[src/rtl/mem_arbiter_pkg.sv]
// Shared types and constants for the IF/MEM memory-bus arbiter.
package mem_arbiter_pkg;

    typedef enum logic [1:0] {
        IDLE  = 2'd0,
        DATA  = 2'd1,
        FETCH = 2'd2,
        RESP  = 2'd3
    } state_e;

    localparam int unsigned TIMEOUT_DEFAULT = 64;
    localparam int unsigned INSTBUS         = 48;
    localparam int unsigned FBUF_W          = 96;

    // Bus words are little-endian; the fetch buffer holds bytes in address order, MSB first.
    function automatic logic [31:0] bswap32(input logic [31:0] w);
        return {w[7:0], w[15:8], w[23:16], w[31:24]};
    endfunction

endpackage

[src/rtl/inst_align.sv]
// Picks the 6 instruction bytes starting at a byte offset of the 3-word fetch buffer.
module inst_align
    import mem_arbiter_pkg::*;
(
    input  logic [FBUF_W-1:0]  fbuf_i,
    input  logic [1:0]         off_i,
    output logic [INSTBUS-1:0] inst_o
);

    always_comb begin
        inst_o = '0;
        unique case (off_i)
            2'd0: inst_o = fbuf_i[95:48];
            2'd1: inst_o = fbuf_i[87:40];
            2'd2: inst_o = fbuf_i[79:32];
            2'd3: inst_o = fbuf_i[71:24];
        endcase
    end

endmodule

[src/rtl/mem_arbiter.sv]
// Shares one word-wide memory bus between instruction fetch and data access,
// data first, with a watchdog that aborts hung beats.
module mem_arbiter
    import mem_arbiter_pkg::*;
#(
    parameter int unsigned TIMEOUT = TIMEOUT_DEFAULT
) (
    input  logic               clk,
    input  logic               rst,
    input  logic               if_req,
    input  logic [31:0]        if_addr,
    output logic [INSTBUS-1:0] if_inst,
    output logic               if_valid,
    input  logic               dm_read,
    input  logic               dm_write,
    input  logic [31:0]        dm_addr,
    input  logic [31:0]        dm_wdata,
    output logic [31:0]        dm_rdata,
    output logic               dm_valid,
    output logic               stall_o,
    output logic               err_o,
    output logic               bus_req,
    output logic               bus_we,
    output logic [31:0]        bus_addr,
    output logic [31:0]        bus_wdata,
    input  logic [31:0]        bus_rdata,
    input  logic               bus_ack
);

    localparam int unsigned        WDW     = $clog2(TIMEOUT + 1);
    localparam logic [WDW-1:0]     WD_LAST = WDW'(TIMEOUT - 1);

    state_e               state_q;
    logic [1:0]           beat_q, last_beat_q, off_q;
    logic [FBUF_W-1:0]    fbuf_q, fbuf_d;
    logic [WDW-1:0]       wd_q;
    logic                 bus_req_q, bus_we_q, if_valid_q, dm_valid_q, err_q;
    logic [31:0]          bus_addr_q, bus_wdata_q, dm_rdata_q;
    logic [INSTBUS-1:0]   if_inst_q, inst_d;
    logic                 ack, timeout;
    logic                 unused_addr_lsbs;

    assign unused_addr_lsbs = ^dm_addr[1:0];

    assign ack     = bus_req_q & bus_ack;
    assign timeout = bus_req_q & ~bus_ack & (wd_q == WD_LAST);

    assign bus_req   = bus_req_q;
    assign bus_we    = bus_we_q;
    assign bus_addr  = bus_addr_q;
    assign bus_wdata = bus_wdata_q;
    assign if_inst   = if_inst_q;
    assign if_valid  = if_valid_q;
    assign dm_rdata  = dm_rdata_q;
    assign dm_valid  = dm_valid_q;
    assign err_o     = err_q;

    assign stall_o = (if_req & ~if_valid_q) | ((dm_read | dm_write) & ~dm_valid_q);

    // Buffer view including the word arriving this cycle, so the last ack can
    // register the aligned instruction without an extra cycle.
    always_comb begin
        fbuf_d = fbuf_q;
        unique case (beat_q)
            2'd0:    fbuf_d[95:64] = bswap32(bus_rdata);
            2'd1:    fbuf_d[63:32] = bswap32(bus_rdata);
            default: fbuf_d[31:0]  = bswap32(bus_rdata);
        endcase
    end

    inst_align u_inst_align (
        .fbuf_i (fbuf_d),
        .off_i  (off_q),
        .inst_o (inst_d)
    );

    always_ff @(posedge clk) begin
        if (!rst) begin
            state_q     <= IDLE;
            beat_q      <= '0;
            last_beat_q <= '0;
            off_q       <= '0;
            fbuf_q      <= '0;
            wd_q        <= '0;
            bus_req_q   <= 1'b0;
            bus_we_q    <= 1'b0;
            bus_addr_q  <= '0;
            bus_wdata_q <= '0;
            if_inst_q   <= '0;
            if_valid_q  <= 1'b0;
            dm_rdata_q  <= '0;
            dm_valid_q  <= 1'b0;
            err_q       <= 1'b0;
        end else begin
            if_valid_q <= 1'b0;
            dm_valid_q <= 1'b0;
            err_q      <= 1'b0;
            unique case (state_q)
                IDLE: begin
                    if (dm_read || dm_write) begin
                        state_q     <= DATA;
                        bus_req_q   <= 1'b1;
                        bus_we_q    <= dm_write;
                        bus_addr_q  <= {dm_addr[31:2], 2'b00};
                        bus_wdata_q <= dm_wdata;
                        wd_q        <= '0;
                    end else if (if_req) begin
                        state_q     <= FETCH;
                        bus_req_q   <= 1'b1;
                        bus_we_q    <= 1'b0;
                        bus_addr_q  <= {if_addr[31:2], 2'b00};
                        off_q       <= if_addr[1:0];
                        last_beat_q <= (if_addr[1:0] == 2'd3) ? 2'd2 : 2'd1;
                        beat_q      <= '0;
                        fbuf_q      <= '0;
                        wd_q        <= '0;
                    end
                end
                DATA: begin
                    if (ack) begin
                        bus_req_q  <= 1'b0;
                        dm_valid_q <= 1'b1;
                        wd_q       <= '0;
                        state_q    <= RESP;
                        if (!bus_we_q) dm_rdata_q <= bus_rdata;
                    end else if (timeout) begin
                        bus_req_q  <= 1'b0;
                        err_q      <= 1'b1;
                        dm_valid_q <= 1'b1;
                        dm_rdata_q <= '0;
                        wd_q       <= '0;
                        state_q    <= RESP;
                    end else begin
                        wd_q <= wd_q + 1'b1;
                    end
                end
                FETCH: begin
                    if (ack) begin
                        fbuf_q <= fbuf_d;
                        wd_q   <= '0;
                        if (beat_q == last_beat_q) begin
                            bus_req_q  <= 1'b0;
                            if_inst_q  <= inst_d;
                            if_valid_q <= 1'b1;
                            beat_q     <= '0;
                            state_q    <= RESP;
                        end else begin
                            beat_q     <= beat_q + 2'd1;
                            bus_addr_q <= bus_addr_q + 32'd4;
                        end
                    end else if (timeout) begin
                        bus_req_q  <= 1'b0;
                        err_q      <= 1'b1;
                        if_valid_q <= 1'b1;
                        if_inst_q  <= '0;
                        beat_q     <= '0;
                        wd_q       <= '0;
                        state_q    <= RESP;
                    end else begin
                        wd_q <= wd_q + 1'b1;
                    end
                end
                RESP: state_q <= IDLE;
            endcase
        end
    end

endmodule

[config.mk]
export PLATFORM = sky130hd
export DESIGN_NAME = mem_arbiter
export DESIGN_NICKNAME = d
export VERILOG_FILES = /design/src/rtl/mem_arbiter_pkg.sv /design/src/rtl/inst_align.sv /design/src/rtl/mem_arbiter.sv
export SDC_FILE = /design/constraint.sdc
export NUM_CORES = 1
export LEC_CHECK = 0
export ABC_AREA = 1
export BUFFER_PORTS_ARGS = -buffer_cell sky130_fd_sc_hd__buf_2
export CAP_MARGIN = 20
export CORE_AREA = 3 3 168 170
export CTS_CLUSTER_SIZE = 12
export DETAILED_ROUTE_END_ITERATION = 8
export DIE_AREA = 0 0 171 173
export HOLD_SLACK_MARGIN = 0.15
export PLACE_DENSITY_LB_ADDON = 0.2
export SLEW_MARGIN = 20
export SYNTH_ARGS = -nofsm -noshare
export SYNTH_HDL_FRONTEND = slang
export SYNTH_SLANG_ARGS = --single-unit
[constraint.sdc]
create_clock -name clk -period 2.75 [get_ports clk]
set_input_delay 0.275 -clock clk [delete_from_list [all_inputs] [get_ports clk]]
set_output_delay 0.275 -clock clk [all_outputs]
set_load 0.01 [all_outputs]
==> results.json, run 1 <==
{
  "hp-start": "dm_addr[17]",
  "avgSynthCellArea_um2": 6.251,
  "start_util": 0.4487,
  "crit_family": "buffers and inverters",
  "async_flop_share": 0,
  "drc": 0,
  "fin_skew_ns": 0.01080,
  "grt_pass1_vias": 12997,
  "area_growth_pct": 28.20,
  "die_width_um": 171,
  "wirelength_um": 43090,
  "worstPathArrival_ns": 1.97,
  "setup-violations-final": 0,
  "synth_area_mm2": 0.01206,
  "synth.distinct_cells": 35,
  "grt_max_degree": 73,
  "cts_buffers": 27,
  "maxSlewHeadroom": 0.4536,
  "gp_congestion": 0.9231,
  "min-delay-path-class": "in2reg",
  "fmax_ghz": 0.4448,
  "layout_setup_ws_ns": 0.5017,
  "grtUsageTotal": 0.2757,
  "r2r_cells": 9,
  "startpoint": "dm_write",
  "ys.flop_type": "dfxtp_1",
  "fin_util": 0.5752,
  "cpMaxStageDelayCell": "inv_1",
  "cts.sinks": 234,
  "ctsRootBufferMaster": "clkbuf_16",
  "io_buffers": 279,
  "criticalPathCategory": "in2out",
  "insertion_delay_ns": 0.55,
  "clk_pin_slew_ns": 0.06,
  "via_per_inst": 5.417,
  "final_common_cell": "nand2_1",
  "slowest_delay_ns": 0.60,
  "chipHeight_um": 173,
  "critPathCaptureType": "primary output",
  "crit_chain": "dlygate4sd3_1 -> buf_2 -> inv_2 -> nand2_2 -> inv_1 -> o22ai_1 -> buf_2",
  "p_per_area_mw_per_mm2": 760.5,
  "ant_nets": 0,
  "crit_path_max_fanout": 25,
  "htreeDepth": 1,
  "row_count": 60,
  "critPathMostFrequentCell": "buf_2",
  "r2r_slack_ns": 0.63,
  "dieArea_mm2": 0.02958,
  "seqCellArea_mm2": 0.004684,
  "firstDrtPassIters": 7,
  "layout_common_cells": "nand2_1 (694), buf_2 (279), nor2_1 (241), dfxtp_1 (234), nand3_1 (166)",
  "antenna_found_initial": 1,
  "maxCapViolCount": 0,
  "peakVddDrop_mv": 0.5672,
  "finalHoldViolCount": 0,
  "place_inst": 2460,
  "fin_tns_setup_ns": 0,
  "drive_above_1_share": 0.1650,
  "ios": 284,
  "grt-ovfl-total": 0,
  "cp.depth": 7,
  "ys_ff_latch": 234,
  "cp.required_ns": 2.48,
  "finalCriticalPeriod_ns": 2.248,
  "synth-edff-count": 0,
  "finalPower_mw": 11.76,
  "rr_startpoint": "state_q[0]$_SDFFE_PN0P_",
  "preCtsSetupSlack_ns": 0.7215,
  "worst_pin_slew_ns": 0.8197,
  "slew_violations": 0,
  "wire_per_inst_um": 16.59,
  "core_area_mm2": 0.02688,
  "cts_setup_buffers": 0,
  "ys_seq_area_frac": 0.3885,
  "ys_warn_count": 0,
  "endpoint": "stall_o",
  "nFillCells": 2684,
  "rsz0062_at_grt": "no",
  "tritoncts": "done",
  "num_vias": 14069,
  "grt_pass1_wl_um": 67030,
  "cp_num_buf_inv": 5,
  "instances_no_fill": 2597,
  "drt-initial-drc-count": 1339,
  "synth_cells": 1929,
  "cp-start-kind": "input port",
  "dpl.hpwl_um": 28240,
  "leakage_nw": 6.818,
  "r2r-end": "bus_addr[3]$_SDFFE_PN0P_",
  "finalCritPeriodShare": 0.8176,
  "final_nets": 2378,
  "multi_input_area_mm2": 0.006584,
  "cts_buffer_depth": 3,
  "outcome": "completed"
}
-- Yosys cell counts, types with 2 or more instances --
cell	number	area, µm²
a22oi_1	27	202.7
buf_6	2	22.52
nor3_1	10	50.05
nand2_1	695	2609
and2_1	2	12.51
nand2_2	3	18.77
o22ai_1	4	25.02
nor2_1	242	908.4
clkinv_1	3	11.26
inv_1	66	247.7
buf_4	6	45.04
buf_1	9	33.78
nand3b_1	6	45.04
nor2_2	2	12.51
buf_2	29	145.1
nand3_1	168	840.8
nand4_1	33	206.5
inv_2	3	11.26
ha_1	8	100.1
dfxtp_1	234	4684
a21oi_1	165	825.8
clkbuf_1	80	300.3
xnor2_1	2	17.52
o21ai_0	119	595.6
-- worst reg2reg max path, cell delays in order, from the launching register on --
cell	delay, ns
dfxtp_1	0.35
inv_1	0.09
ha_1	0.31
inv_2	0.09
buf_4	0.27
nor2_1	0.07
a31oi_1	0.13
dlygate4sd3_1	0.57
nand2_1	0.06
a21oi_1	0.12
-- cell families (layout without fill, tap and decap cells) --
| family | count (synthesis) | in the layout | share of synthesized area |
|---|---|---|---|
| simple gates | 1163 | 1163 | 0.3911 |
| compound gates | 322 | 322 | 0.1419 |
| flops | 234 | 234 | 0.3885 |
| buf+inv | 198 | 523 | 0.06775 |
| fa+ha+maj | 8 | 8 | 0.008301 |
| xor+xnor | 3 | 3 | 0.002179 |
| other cells | 1 | 3 | 0.0003110 |
-- power breakdown --
group	leakage (nW)	internal (mW)	switching (mW)
clock	0.433	2.14	1.50
sequential	1.90	3.82	0.353
combinational	4.48	1.32	2.63
total	6.82	7.28	4.48
-- registers in the layout, indices dropped and copies added (netlist names) --
register / cells
if_inst: 48
bus_req: 1
state_q: 2
dm_rdata: 32
err_o: 1
beat_q: 2
wd_q: 7
fbuf_q: 72
last_beat_q: 2
bus_addr: 30
if_valid: 1
off_q: 2
bus_wdata: 32
bus_we: 1
dm_valid: 1
-- timing repair --
item,in CTS,in global routing
hold buffers,88,0
endpoints found under the hold margin,90,0
gates resized for setup,0,0
-- per-stage QoR --
stage	instance area, µm²	hold slack (ns)
4_1_cts	15460	0.1500
2_1_floorplan	12060	0.4240
6_report	15460	0.1496
3_5_place_dp	13680	0.4497
5_1_grt	15460	0.1816
3_3_place_gp	13680	0.4483
-- how the worst min path moves through the flow --
stage / to / cells after the start
4_1_cts: bus_addr[17]$_SDFFE_PN0P_ / 5
6_report: bus_addr[17]$_SDFFE_PN0P_ / 5
3_5_place_dp: if_inst[30]$_SDFFE_PN0P_ / 2
2_1_floorplan: bus_we$_SDFFE_PN0P_ / 2
3_3_place_gp: dm_rdata[22]$_SDFFE_PN0P_ / 2
5_1_grt: bus_addr[31]$_SDFFE_PN0P_ / 5
-- metal layers --
layer  GRT usage  wire (µm)
met5           0          0
met1      0.3688      18270
met3     0.05898       4125
met2      0.4430      19180
met4     0.09054       1505
-- area by class of cell --
type,instances,area share
antenna,1,0.0001619
clock buffer,39,0.04985
clock inverter,9,0.007850
inverter,72,0.01764
multi-input combinational,1498,0.4259
sequential,234,0.3030
tap,341,0.02760
timing repair buffer,403,0.1680
Note: power is estimated with default switching activity, not from simulation.
==> inputs of run 2 (changes only) <==
==> constraint.sdc (replaced) <==
create_clock -name clk -period 2.33 [get_ports clk]
set_input_delay 0.233 -clock clk [delete_from_list [all_inputs] [get_ports clk]]
set_output_delay 0.233 -clock clk [all_outputs]
set_load 0.01 [all_outputs]
==> run 2 against run 1 <==
  * Register-to-register slack got worse by 0.42 ns
  * Clock skew about the same
  * Count of clock-buffer cells in the layout decreased by 2
  * Sequential power up 18%
  * Final area rose by 0.66%
  * Global-route usage about the same
  * Flip-flop and latch count is the same
  * Clock power is 6.3% higher
  * Die area stayed put
  * Final cell count rose by 0.27%
  * Combinational power is 22% higher
  * First-iteration DRC count grew 8.0%
  * Critical path type is now reg2reg
  * Critical endpoint is now bus_addr[3]$_SDFFE_PN0P_
  * Largest cell class unchanged
==> results.json, run 2 (synthesis results as in run 1) <==
{
  "grt-ovfl-total": 0,
  "critPathCaptureType": "flop",
  "dr_wl_met3_um": 4274,
  "wirelength_um": 42730,
  "grtUsageTotal": 0.2757,
  "start_util": 0.4487,
  "cp-start-kind": "flop",
  "tritoncts": "done",
  "finalPower_mw": 13.58,
  "slew_violations": 0,
  "peakVddDrop_mv": 0.6919,
  "diodes": 0,
  "firstDrtPassIters": 5,
  "criticalPathCategory": "reg2reg",
  "cts_buffers": 27,
  "drt-initial-drc-count": 1446,
  "fin_tns_setup_ns": 0,
  "drive_above_1_share": 0.1617,
  "top_layer": "met4",
  "io_buffers": 279,
  "final_nets": 2391,
  "dieArea_mm2": 0.02958,
  "grt_max_degree": 73,
  "cts_setup_buffers": 0,
  "wire_per_inst_um": 16.41,
  "clk_pin_slew_ns": 0.06,
  "maxCapViolCount": 0,
  "layout_setup_ws_ns": 0.2078,
  "hold_ws_ns": 0.1556,
  "rsz0062_at_grt": "no",
  "insertion_delay_ns": 0.52,
  "min-delay-path-class": "in2reg",
  "hold_depth": 5,
  "area_growth_pct": 29.05,
  "layout_common_cells": "nand2_1 (694), buf_2 (279), nor2_1 (241), dfxtp_1 (234), nand3_1 (166)",
  "met1Wirelength_um": 18260,
  "regMostFlops": "fbuf_q",
  "grt_pass1_wl_um": 67620,
  "drc": 0,
  "nFillCells": 2600,
  "r2r_cells": 9,
  "worst_pin_slew_ns": 0.6175,
  "ios": 284,
  "worstPathArrival_ns": 2.57,
  "chipHeight_um": 173,
  "largest_reg_flops": 72,
  "final_area_mm2": 0.01556,
  "maxSlewHeadroom": 0.5883,
  "htreeDepth": 1,
  "via_per_inst": 5.444,
  "preCtsSetupSlack_ns": 0.3159,
  "dpl.hpwl_um": 28500,
  "cts.sinks": 234,
  "finalCritPeriodShare": 0.9108,
  "die_width_um": 171,
  "core_area_mm2": 0.02688,
  "crit_path_max_fanout": 25,
  "antenna_found_initial": 0,
  "p_per_area_mw_per_mm2": 872.8,
  "fmax_ghz": 0.4712,
  "final_common_cell": "nand2_1",
  "ant_nets": 0,
  "cp.required_ns": 2.78,
  "gp_congestion": 0.8961,
  "wl_met2_um": 18680,
  "setup-violations-final": 0,
  "num_vias": 14175,
  "outcome": "completed",
  "cts_buffer_depth": 3,
  "ctsRootBufferMaster": "clkbuf_16",
  "fin_skew_ns": 0.01063,
  "finalHoldViolCount": 0,
  "placed_cell_area_mm2": 0.01378,
  "row_count": 60,
  "leakage_nw": 6.853,
  "grt_pass1_vias": 13033,
  "finalCriticalPeriod_ns": 2.122
}
-- run 2: final cells by class --
type / count / area, µm² / area share
Clock buffer: 37 / 723.2 / 0.04647
Clock inverter: 6 / 55.05 / 0.003538
Inverter: 72 / 272.8 / 0.01753
Multi-Input combinational cell: 1498 / 6584 / 0.4231
Sequential cell: 234 / 4684 / 0.3010
Tap cell: 341 / 426.7 / 0.02742
Timing Repair Buffer: 416 / 2816 / 0.1810
-- run 2: timing repair --
action | CTS | global route
endpoints found under the hold margin | 102 | 0
resized for setup | 0 | 1
hold buffers | 100 | 0
setup endpoints to repair | 0 | 4
-- run 2: critical path, cell delays in order, from the launching register on --
cell and delay, ns:
dfxtp_1 0.36, inv_1 0.09, ha_1 0.31, inv_2 0.10
buf_6 0.22, nor2_1 0.06, a31oi_1 0.15, dlygate4sd3_1 0.58
nand2_1 0.06, a21oi_1 0.12
-- run 2: power breakdown --
part           internal [mW]  total (mW)  switching [mW]
clock                   2.25        3.87            1.63
combinational           1.67        4.79            3.12
sequential              4.51        4.92           0.414
total                   8.42        13.6            5.16
-- run 2: path summary, 6_finish.rpt --
path | end | slack [ns] | from
hold / removal | bus_addr[16]$_SDFFE_PN0P_ | 0.16 | if_addr[16]
setup / recovery | bus_addr[3]$_SDFFE_PN0P_ | 0.21 | state_q[0]$_SDFFE_PN0P_
hold reg to reg | if_inst[28]$_SDFFE_PN0P_ | 0.46 | if_inst[28]$_SDFFE_PN0P_
setup reg to reg | bus_addr[3]$_SDFFE_PN0P_ | 0.21 | state_q[0]$_SDFFE_PN0P_
-- run 2: metrics by stage --
stage | utilization | instances
after floorplan | - | 1930
after global placement | 0.5127 | 2461
after detailed placement | 0.5127 | 2461
after CTS | 0.5789 | 2604
after global routing | 0.5791 | 2604
final | 0.5791 | 2604
-- run 2: per-layer routing --
layer | GRT usage | up-vias
met2 | 0.4294 | 664
li1 | - | 6914
met3 | 0.06264 | 103
met4 | 0.09691 | 0
met1 | 0.3755 | 6494
met5 | 0 | -
==> inputs of run 3 (changes only) <==
==> constraint.sdc (replaced) <==
create_clock -name clk -period 2.5 [get_ports clk]
set_input_delay 0.25 -clock clk [delete_from_list [all_inputs] [get_ports clk]]
set_output_delay 0.25 -clock clk [all_outputs]
set_load 0.01 [all_outputs]
==> run 3 against run 2 <==
  * Global-route usage up 0.45 points
  * Largest cell class unchanged
  * Register-to-register slack better by 0.12 ns
  * Clock power up 10%
  * Count of clock-buffer cells in the layout up 2
  * Sequential power down 6.5%
  * First-iteration DRC count down 14%
  * Sequential share of layout area down 0.28 points
  * Highest routed layer unchanged
  * Non-clock buffer count down 1
  * Via count down 0.64%
  * Final cell count up 0.12%
  * Die area unchanged
  * Worst setup slack better by 0.12 ns
==> results.json, run 3 (synthesis results as in run 1) <==
{
  "crit_path_max_fanout": 25,
  "r2r_slack_ns": 0.33,
  "grtUsageTotal": 0.2802,
  "worstPathArrival_ns": 2.63,
  "hp-start": "if_addr[23]",
  "rr_startpoint": "state_q[0]$_SDFFE_PN0P_",
  "cp.required_ns": 2.96,
  "drive_above_1_share": 0.1650,
  "worst_pin_slew_ns": 0.6767,
  "cts_buffer_depth": 3,
  "r2r_cells": 9,
  "fin_tns_setup_ns": 0,
  "ant_nets": 0,
  "cts_setup_buffers": 0,
  "maxCapViolCount": 0,
  "num_vias": 14084,
  "tritoncts": "done",
  "startpoint": "state_q[0]$_SDFFE_PN0P_",
  "ctsRootBufferMaster": "clkbuf_16",
  "grt_pass1_vias": 13258,
  "area_growth_pct": 30.24,
  "maxSlewHeadroom": 0.5488,
  "core_area_mm2": 0.02688,
  "dpl.hpwl_um": 28310,
  "diodes": 0,
  "chipHeight_um": 173,
  "wirelength_um": 43090,
  "insertion_delay_ns": 0.54,
  "layout_common_cells": "nand2_1 (694), buf_2 (279), nor2_1 (241), dfxtp_1 (234), nand3_1 (166)",
  "dieArea_mm2": 0.02958,
  "grt_max_degree": 73,
  "firstDrtPassIters": 6,
  "fin_util": 0.5844,
  "drc": 0,
  "fmax_ghz": 0.4614,
  "whs_endpoint": "bus_addr[23]$_SDFFE_PN0P_",
  "regMostFlops": "fbuf_q",
  "p_per_area_mw_per_mm2": 846.6,
  "cts_repair_resize_count": 0,
  "largest_reg_flops": 72,
  "slew_violations": 0,
  "outcome": "completed",
  "hold_buffers": 102,
  "rsz0062_at_grt": "no",
  "final_common_cell": "nand2_1",
  "start_util": 0.4487,
  "wire_per_inst_um": 16.53,
  "row_count": 60,
  "cts_buffers": 27,
  "criticalPathCategory": "reg2reg",
  "hold_depth": 5,
  "grt-ovfl-total": 0,
  "clk_pin_slew_ns": 0.06,
  "via_per_inst": 5.402,
  "min-delay-path-class": "in2reg",
  "finalHoldViolCount": 0,
  "cp-start-kind": "flop",
  "cts.sinks": 234,
  "drt-initial-drc-count": 1240,
  "fin_skew_ns": 0.008725,
  "grt_pass1_wl_um": 68380,
  "io_buffers": 279,
  "ios": 284,
  "final_nets": 2390,
  "finalCritPeriodShare": 0.8669,
  "die_width_um": 171,
  "antenna_found_initial": 0,
  "htreeDepth": 1,
  "r2r-end": "bus_addr[15]$_SDFFE_PN0P_",
  "setup-violations-final": 0,
  "critPathCaptureType": "flop",
  "peakVddDrop_mv": 0.5818,
  "gp_congestion": 0.8839,
  "finalCriticalPeriod_ns": 2.167,
  "leakage_nw": 6.928,
  "finalPower_mw": 13.30
}
run 3: layer usage:
metal | part of all wire | global-route usage | up-vias
met4 | 0.033 | 0.09390 | 0
met5 | 0 | 0 | -
met3 | 0.086 | 0.05876 | 94
met1 | 0.43 | 0.3738 | 6473
li1 | - | - | 6925
met2 | 0.45 | 0.4516 | 592
run 3: critical path, stage by stage (launching register included):
cell and delay [ns]:
dfxtp_1 0.36, inv_1 0.09, ha_1 0.31, inv_2 0.09, buf_4 0.27, o21ai_0 0.13
nor2_1 0.10, dlygate4sd3_1 0.56, nor2_1 0.05, a21oi_1 0.14
run 3: layout make-up:
type                       instances  area, µm²
inverter                          72      272.8
clock inverter                     8      145.1
multi-input combinational       1498       6584
timing repair buffer             415       2773
fill                            2611      11170
clock buffer                      39      820.8
tap                              341      426.7
sequential                       234       4684
run 3: worst max-delay path by stage:
stage | endpoint | slack (ns) | cells after the start
2_1_floorplan | if_inst[7]$_SDFFE_PN0P_ | 0.57 | 12
3_5_place_dp | if_inst[26]$_SDFFE_PN0P_ | 0.47 | 9
6_report | bus_addr[15]$_SDFFE_PN0P_ | 0.33 | 9
4_1_cts | bus_addr[15]$_SDFFE_PN0P_ | 0.38 | 9
5_1_grt | bus_addr[16]$_SDFFE_PN0P_ | 0.16 | 9
3_3_place_gp | if_inst[35]$_SDFFE_PN0P_ | 0.55 | 9
run 3: per-stage QoR:
step | setup WS (ns) | instances | instance area, µm² | hold WS [ns]
floorplan | 0.5669 | 1930 | 12060 | 0.3990
CTS | 0.3755 | 2607 | 15710 | 0.1506
finish | 0.3326 | 2607 | 15710 | 0.1749
global placement | 0.5500 | 2458 | 13720 | 0.4477
global route | 0.1626 | 2607 | 15710 | 0.2038
detailed placement | 0.4738 | 2458 | 13720 | 0.4486
run 3: where the power goes:
part	total (mW)	internal [mW]	switching, mW
clock network	4.27	2.67	1.60
logic	4.43	1.53	2.90
registers	4.60	4.20	0.395
